File: config.mk
export PLATFORM = sky130hd
export DESIGN_NAME = cpu_axi_master
export DESIGN_NICKNAME = d
export VERILOG_FILES = /design/src/rtl/cpu_axi_pkg.sv /design/src/rtl/wstrb_gen.sv /design/src/rtl/cpu_axi_master.sv
export SDC_FILE = /design/constraint.sdc
export NUM_CORES = 1
export LEC_CHECK = 0
export BUFFER_PORTS_ARGS = -buffer_cell sky130_fd_sc_hd__buf_2
export CORE_MARGIN = 3
export CORE_UTILIZATION = 45
export CTS_CLUSTER_DIAMETER = 80
export DETAILED_ROUTE_END_ITERATION = 10
export PLACE_DENSITY = 0.85
export SLEW_MARGIN = 20
export SYNTH_ARGS = -nofsm -noshare
export SYNTH_HDL_FRONTEND = slang
export SYNTH_HIERARCHICAL = 1
export SYNTH_SLANG_ARGS = --single-unit
File: constraint.sdc
create_clock -name clk -period 2.2 [get_ports clk]
set_clock_uncertainty 0.15 [all_clocks]
set_input_delay 0.11 -clock clk [delete_from_list [all_inputs] [get_ports clk]]
set_output_delay 0.11 -clock clk [all_outputs]
set_load 0.05 [all_outputs]
File: src/rtl/cpu_axi_pkg.sv
// Shared types and AXI/CPU encodings for the CPU-to-AXI single-beat bridge.
package cpu_axi_pkg;

    typedef enum logic [2:0] {
        ST_IDLE = 3'd0,
        ST_AR   = 3'd1,
        ST_R    = 3'd2,
        ST_AW_W = 3'd3,
        ST_B    = 3'd4,
        ST_DONE = 3'd5
    } state_t;

    localparam logic [1:0] AXI_OKAY       = 2'b00;
    localparam logic [1:0] AXI_BURST_INCR = 2'b01;
    localparam logic [7:0] AXI_LEN_SINGLE = 8'd0;

    localparam logic [2:0] SIZE_BYTE = 3'b000;
    localparam logic [2:0] SIZE_HALF = 3'b001;
    localparam logic [2:0] SIZE_WORD = 3'b010;

    localparam logic [2:0] CORE_TYPE_WORD = 3'd0;
    localparam logic [2:0] CORE_TYPE_HALF = 3'd1;
    localparam logic [2:0] CORE_TYPE_BYTE = 3'd2;

    function automatic logic resp_is_err(input logic [1:0] resp);
        return resp != AXI_OKAY;
    endfunction

endpackage

File: src/rtl/wstrb_gen.sv
// Maps CPU access size and low address bits to AXI transfer size and write strobe.
module wstrb_gen
    import cpu_axi_pkg::*;
#(
    parameter int STRB_W = 4
) (
    input  logic [2:0]        i_core_type,
    input  logic [1:0]        i_addr_lo,
    output logic [2:0]        o_size,
    output logic [STRB_W-1:0] o_wstrb
);

    localparam logic [STRB_W-1:0] HALF_BASE = STRB_W'(2'b11);
    localparam logic [STRB_W-1:0] BYTE_BASE = STRB_W'(1'b1);

    // Halfword lanes are aligned on addr[1]; addr[0] is deliberately ignored.
    always_comb begin
        o_size  = SIZE_WORD;
        o_wstrb = '1;
        case (i_core_type)
            CORE_TYPE_HALF: begin
                o_size  = SIZE_HALF;
                o_wstrb = HALF_BASE << {i_addr_lo[1], 1'b0};
            end
            CORE_TYPE_BYTE: begin
                o_size  = SIZE_BYTE;
                o_wstrb = BYTE_BASE << i_addr_lo;
            end
            default: begin
                o_size  = SIZE_WORD;
                o_wstrb = '1;
            end
        endcase
    end

endmodule

File: src/rtl/cpu_axi_master.sv
// Bridges one CPU request/stall port to a single-beat AXI4 master (LEN=0, INCR).
module cpu_axi_master
    import cpu_axi_pkg::*;
#(
    parameter int               ADDR_W    = 32,
    parameter int               DATA_W    = 32,
    parameter int               ID_W      = 4,
    parameter logic [ID_W-1:0]  MASTER_ID = '0
) (
    input  logic                  clk,
    input  logic                  rst_n,
    // CPU side
    input  logic                  i_req_read,
    input  logic                  i_req_write,
    input  logic [ADDR_W-1:0]     i_req_addr,
    input  logic [2:0]            i_req_core_type,
    input  logic [DATA_W-1:0]     i_req_wdata,
    output logic [DATA_W-1:0]     o_resp_rdata,
    output logic                  o_resp_err,
    output logic                  o_stall,
    // AW channel
    output logic [ID_W-1:0]       o_awid,
    output logic [ADDR_W-1:0]     o_awaddr,
    output logic [7:0]            o_awlen,
    output logic [2:0]            o_awsize,
    output logic [1:0]            o_awburst,
    output logic                  o_awvalid,
    input  logic                  i_awready,
    // W channel
    output logic [DATA_W-1:0]     o_wdata,
    output logic [DATA_W/8-1:0]   o_wstrb,
    output logic                  o_wlast,
    output logic                  o_wvalid,
    input  logic                  i_wready,
    // B channel
    input  logic [1:0]            i_bresp,
    input  logic                  i_bvalid,
    output logic                  o_bready,
    // AR channel
    output logic [ID_W-1:0]       o_arid,
    output logic [ADDR_W-1:0]     o_araddr,
    output logic [7:0]            o_arlen,
    output logic [2:0]            o_arsize,
    output logic [1:0]            o_arburst,
    output logic                  o_arvalid,
    input  logic                  i_arready,
    // R channel
    input  logic [DATA_W-1:0]     i_rdata,
    input  logic [1:0]            i_rresp,
    input  logic                  i_rlast,
    input  logic                  i_rvalid,
    output logic                  o_rready
);

    localparam int STRB_W = DATA_W / 8;

    state_t                r_state;
    logic [ADDR_W-1:0]     r_addr;
    logic [2:0]            r_size;
    logic [DATA_W-1:0]     r_wdata;
    logic [STRB_W-1:0]     r_wstrb;
    logic [DATA_W-1:0]     r_resp_rdata;
    logic                  r_resp_err;
    logic                  r_arvalid;
    logic                  r_rready;
    logic                  r_awvalid;
    logic                  r_wvalid;
    logic                  r_bready;
    logic                  r_aw_done;
    logic                  r_w_done;

    logic [2:0]            w_size;
    logic [STRB_W-1:0]     w_wstrb;
    logic                  w_aw_hs;
    logic                  w_w_hs;
    logic                  w_aw_done_now;
    logic                  w_w_done_now;
    logic                  w_req_any;

    wstrb_gen #(
        .STRB_W (STRB_W)
    ) u_wstrb_gen (
        .i_core_type (i_req_core_type),
        .i_addr_lo   (i_req_addr[1:0]),
        .o_size      (w_size),
        .o_wstrb     (w_wstrb)
    );

    assign w_req_any     = i_req_read | i_req_write;
    assign w_aw_hs       = r_awvalid & i_awready;
    assign w_w_hs        = r_wvalid & i_wready;
    assign w_aw_done_now = r_aw_done | w_aw_hs;
    assign w_w_done_now  = r_w_done  | w_w_hs;

    always_ff @(posedge clk or negedge rst_n) begin
        if (!rst_n) begin
            r_state      <= ST_IDLE;
            r_addr       <= '0;
            r_size       <= '0;
            r_wdata      <= '0;
            r_wstrb      <= '0;
            r_resp_rdata <= '0;
            r_resp_err   <= 1'b0;
            r_arvalid    <= 1'b0;
            r_rready     <= 1'b0;
            r_awvalid    <= 1'b0;
            r_wvalid     <= 1'b0;
            r_bready     <= 1'b0;
            r_aw_done    <= 1'b0;
            r_w_done     <= 1'b0;
        end else begin
            case (r_state)
                ST_IDLE: begin
                    if (w_req_any) begin
                        r_addr  <= i_req_addr;
                        r_size  <= w_size;
                        r_wdata <= i_req_wdata;
                        r_wstrb <= w_wstrb;
                    end
                    // A simultaneous read is dropped: the write takes priority.
                    if (i_req_write) begin
                        r_awvalid <= 1'b1;
                        r_wvalid  <= 1'b1;
                        r_aw_done <= 1'b0;
                        r_w_done  <= 1'b0;
                        r_state   <= ST_AW_W;
                    end else if (i_req_read) begin
                        r_arvalid <= 1'b1;
                        r_state   <= ST_AR;
                    end
                end
                ST_AR: begin
                    if (i_arready) begin
                        r_arvalid <= 1'b0;
                        r_rready  <= 1'b1;
                        r_state   <= ST_R;
                    end
                end
                ST_R: begin
                    if (i_rvalid) begin
                        r_rready     <= 1'b0;
                        r_resp_rdata <= i_rdata;
                        r_resp_err   <= resp_is_err(i_rresp);
                        r_state      <= ST_DONE;
                    end
                end
                ST_AW_W: begin
                    if (w_aw_hs) begin
                        r_awvalid <= 1'b0;
                        r_aw_done <= 1'b1;
                    end
                    if (w_w_hs) begin
                        r_wvalid <= 1'b0;
                        r_w_done <= 1'b1;
                    end
                    if (w_aw_done_now && w_w_done_now) begin
                        r_bready <= 1'b1;
                        r_state  <= ST_B;
                    end
                end
                ST_B: begin
                    if (i_bvalid) begin
                        r_bready   <= 1'b0;
                        r_resp_err <= resp_is_err(i_bresp);
                        r_state    <= ST_DONE;
                    end
                end
                ST_DONE: begin
                    r_resp_err <= 1'b0;
                    r_state    <= ST_IDLE;
                end
                default: begin
                    r_state <= ST_IDLE;
                end
            endcase
        end
    end

    // Stall is released while reset is asserted so a held request cannot freeze the CPU.
    assign o_stall = rst_n & (((r_state == ST_IDLE) & w_req_any) |
                              ((r_state != ST_IDLE) & (r_state != ST_DONE)));

    assign o_resp_rdata = r_resp_rdata;
    assign o_resp_err   = r_resp_err;

    assign o_awid    = MASTER_ID;
    assign o_awaddr  = r_addr;
    assign o_awlen   = AXI_LEN_SINGLE;
    assign o_awsize  = r_size;
    assign o_awburst = AXI_BURST_INCR;
    assign o_awvalid = r_awvalid;

    assign o_wdata   = r_wdata;
    assign o_wstrb   = r_wstrb;
    assign o_wlast   = r_wvalid;
    assign o_wvalid  = r_wvalid;

    assign o_bready  = r_bready;

    assign o_arid    = MASTER_ID;
    assign o_araddr  = r_addr;
    assign o_arlen   = AXI_LEN_SINGLE;
    assign o_arsize  = r_size;
    assign o_arburst = AXI_BURST_INCR;
    assign o_arvalid = r_arvalid;

    assign o_rready  = r_rready;

    rlast_on_beat: assert property (@(posedge clk) disable iff (!rst_n)
        (i_rvalid && r_rready) |-> i_rlast);

endmodule
==> impl_results.md <==
- Outcome: completed
- Sequential element share of the synthesized area: 52.5%
- Clock slew at reported path FFs: 0.05 ns
- Post-synthesis average cell area: 14.7 sq um
- Yosys cell types: 40
- Yosys top cell area share: 52.5%
- Yosys warning count: 6
- Die height: 116 um
- Worst setup path startpoint: r_state[1]
- Hold wc startpoint: i_req_core_type[0]
- Clk sink count: 114
- Diodes inserted: 0
- Slew HR: 59.6%
- I/O pins: 287
- Register area: 0.00285 sq mm
- Post-DR vias/cell: 4.82
- Drt wl/cell: 18.4 um
- Cell count after synthesis: 371
- First-pass iteration count of the detailed router: 4
- Remaining Overflow, GRT: 0
- Worst-case clock buffer depth: 2
- CTS root buffer: clkbuf_16
- # rows: 39
- Vias in the first global route: 4596
- Die width: 116 um
- Critical Path Sink Type: output port
- Crit-path cells: buf_4 > and2b_1 > a221oi_2 > buf_2
- Via count: 4205
- Slowest cell on crit path: dfrtp_1
- Syn Std Cell Area: 0.00544 sq mm
- Worst Path Required: 1.94 ns
- Multi-input gate area: 0.00197 sq mm
- Library cell with the highest instance count after synthesis: dfrtp_1
- Die Area: 0.0134 sq mm
- Core Area: 0.0116 sq mm
- Final Hold Fails: 0
- Setup Fix Bufs, Post-CTS: 0
- Post_cts resized: 0
- Fillers: 738
- Primary FF master, synth: dfrtp_1
- Final worst-path cycle share: 92.1%
- Critical Path Fanout Max: 10
- WP data arrival: 1.77 ns
- Number of port buffers: 257
- Top cells by area, synth: dfrtp_1 52%, mux2_4 19%, buf_4 9.3%
- HP Class: in -> reg
- CTS Buf Count: 17
- Nets: 829
- DR iter-0 viols: 225
- Worst-Skew Late Latency: 0.41 ns
- Biggest cell delay along the critical path: 0.39 ns
- Reg-to-Reg Start: r_state[1]
- Worst-margin pin slew: 0.606 ns
- Min Tclk post-route: 2.03 ns
- Layout area overhead: 51.1%
- First-pass GRT wire length: 24400 um
- Gp weighted congestion: 0.828
- Setup_tns: 0 ns
- Final Max Slew Viols: 0
- Final HPWL DP: 9530 um
- Post-synth ARST share: 100%
- Initial antenna violation count: 0
- Post-route DRC: 0
- Fmax: 493 MHz
- Initial core utilization: 46.8%
- Endpoints failing setup: 0
- Synthesized flop and latch total: 114
- Post-synth EDFFs: 0
- Startpoint Class: flop
- CTS tree: done
- Tot GR Track Use: 23.8%
- Kind of critical path: reg -> out
- Layout cells sized above 1: 56.5%
- Most frequent cells after synthesis: 114 x dfrtp_1, 70 x mux2_4, 67 x buf_4
- Max Cap Viol: 0
- H-tree levels: 4
- Leading area contributor after synthesis: dfrtp_1
- Total routed wirelength: 16000 um
- Unrepaired setup endpoints after global routing: false
- Largest net degree at the start of global routing: 115
- Final ANT Viol Nets: 0
## layer usage
| layer | up-vias | global-route usage [%] | routed length, um |
|---|---|---|---|
| met1 | 2069 | 25.0 | 5810 |
| li1 | 1886 | - | - |
| met5 | - | 0 | 0 |
| met2 | 213 | 43.7 | 8850 |
| met3 | 37 | 7.52 | 975 |
| met4 | 0 | 9.82 | 378 |
## cell families (layout without fill, tap and decap cells)
logic type,count (synthesis),count (layout),synth area share [%]
multiplexers,104,104,26.4
flip-flops,114,114,52.5
other,3,29,0.207
buffers and inverters,85,417,13.1
AND/OR/NAND/NOR,28,28,3.20
AO/OA/AOI/OAI,37,37,4.65
## per-stage QoR
stage | hold slack, ns | std cells | setup slack, ns | utilization [%] | area [sq um]
finish | 0.0253 | 872 | 0.173 | 70.7 | 8220
detailed placement | 0.139 | 731 | 0.221 | 55.6 | 6460
global placement | 0.124 | 731 | 0.253 | 55.6 | 6460
global route | 0.0503 | 872 | 0.0815 | 70.7 | 8220
floorplan | -0.336 | 397 | 0.406 | - | 5540
CTS | 0.0134 | 872 | 0.154 | 70.7 | 8220
## path summary, 6_finish.rpt
| kind | endpoint | slack, ns | cells past startpoint |
|---|---|---|---|
| worst max register to register | o_arvalid | 0.19 | 5 |
| min in group asynchronous | o_wdata[25] | 0.31 | 3 |
| worst max-delay path | o_stall | 0.17 | 4 |
| worst min register to register | o_resp_rdata[28] | 0.35 | 1 |
| worst min-delay path | o_arsize[0] | 0.03 | 4 |
| max in group asynchronous | o_resp_rdata[31] | 1.12 | 3 |
## final cells by class
class                           instances  area share, %
Clock inverter                         12           2.47
Clock buffer                           20           5.68
Inverter                                5          0.228
Timing Repair Buffer                  380           30.7
Tap cell                              143           2.18
Multi-Input combinational cell        198           24.0
Sequential cell                       114           34.7
## sequential cells by signal, indices dropped and copies added, names as in the netlist
name,cells
o_resp_rdata,32
o_wstrb,4
o_wlast,1
o_rready,1
r_state,3
o_arvalid,1
o_araddr,32
r_w_done,1
o_arsize,3
o_wdata,32
o_bready,1
o_resp_err,1
r_aw_done,1
o_awvalid,1
## worst max-delay path: cells and delay by family (launching register included)
family | cells | cell delay, ns
buf+inv | 2 | 0.49
compound gates | 1 | 0.25
flops | 1 | 0.39
simple gates | 1 | 0.23
## placed cells by master, fill, tap and decap left out, types with 3 or more instances in the layout
cell / netlist / final
buf_12: 8 / 3
nand2b_1: 4 / 4
a21o_1: 3 / 3
clkbuf_8: 0 / 3
nor2b_1: 3 / 3
clkinvlp_4: 0 / 4
buf_4: 67 / 12
mux2_4: 70 / 70
a31oi_1: 3 / 3
a21oi_1: 12 / 12
inv_1: 5 / 5
dlygate4sd3_1: 0 / 109
clkbuf_16: 0 / 17
conb_1: 3 / 29
dfrtp_1: 114 / 114
buf_2: 4 / 256
bufinv_16: 0 / 5
nor2_1: 11 / 11
mux2_2: 33 / 33
## what timing repair did
action | CTS | global route
hold buffers | 109 | 0
setup endpoints to repair | 0 | 0
hold endpoints to repair | 227 | 0
Power is left out: the tool's default activity adds up to more than one toggle a clock period on the data nets, which glitch-free logic cannot reach.
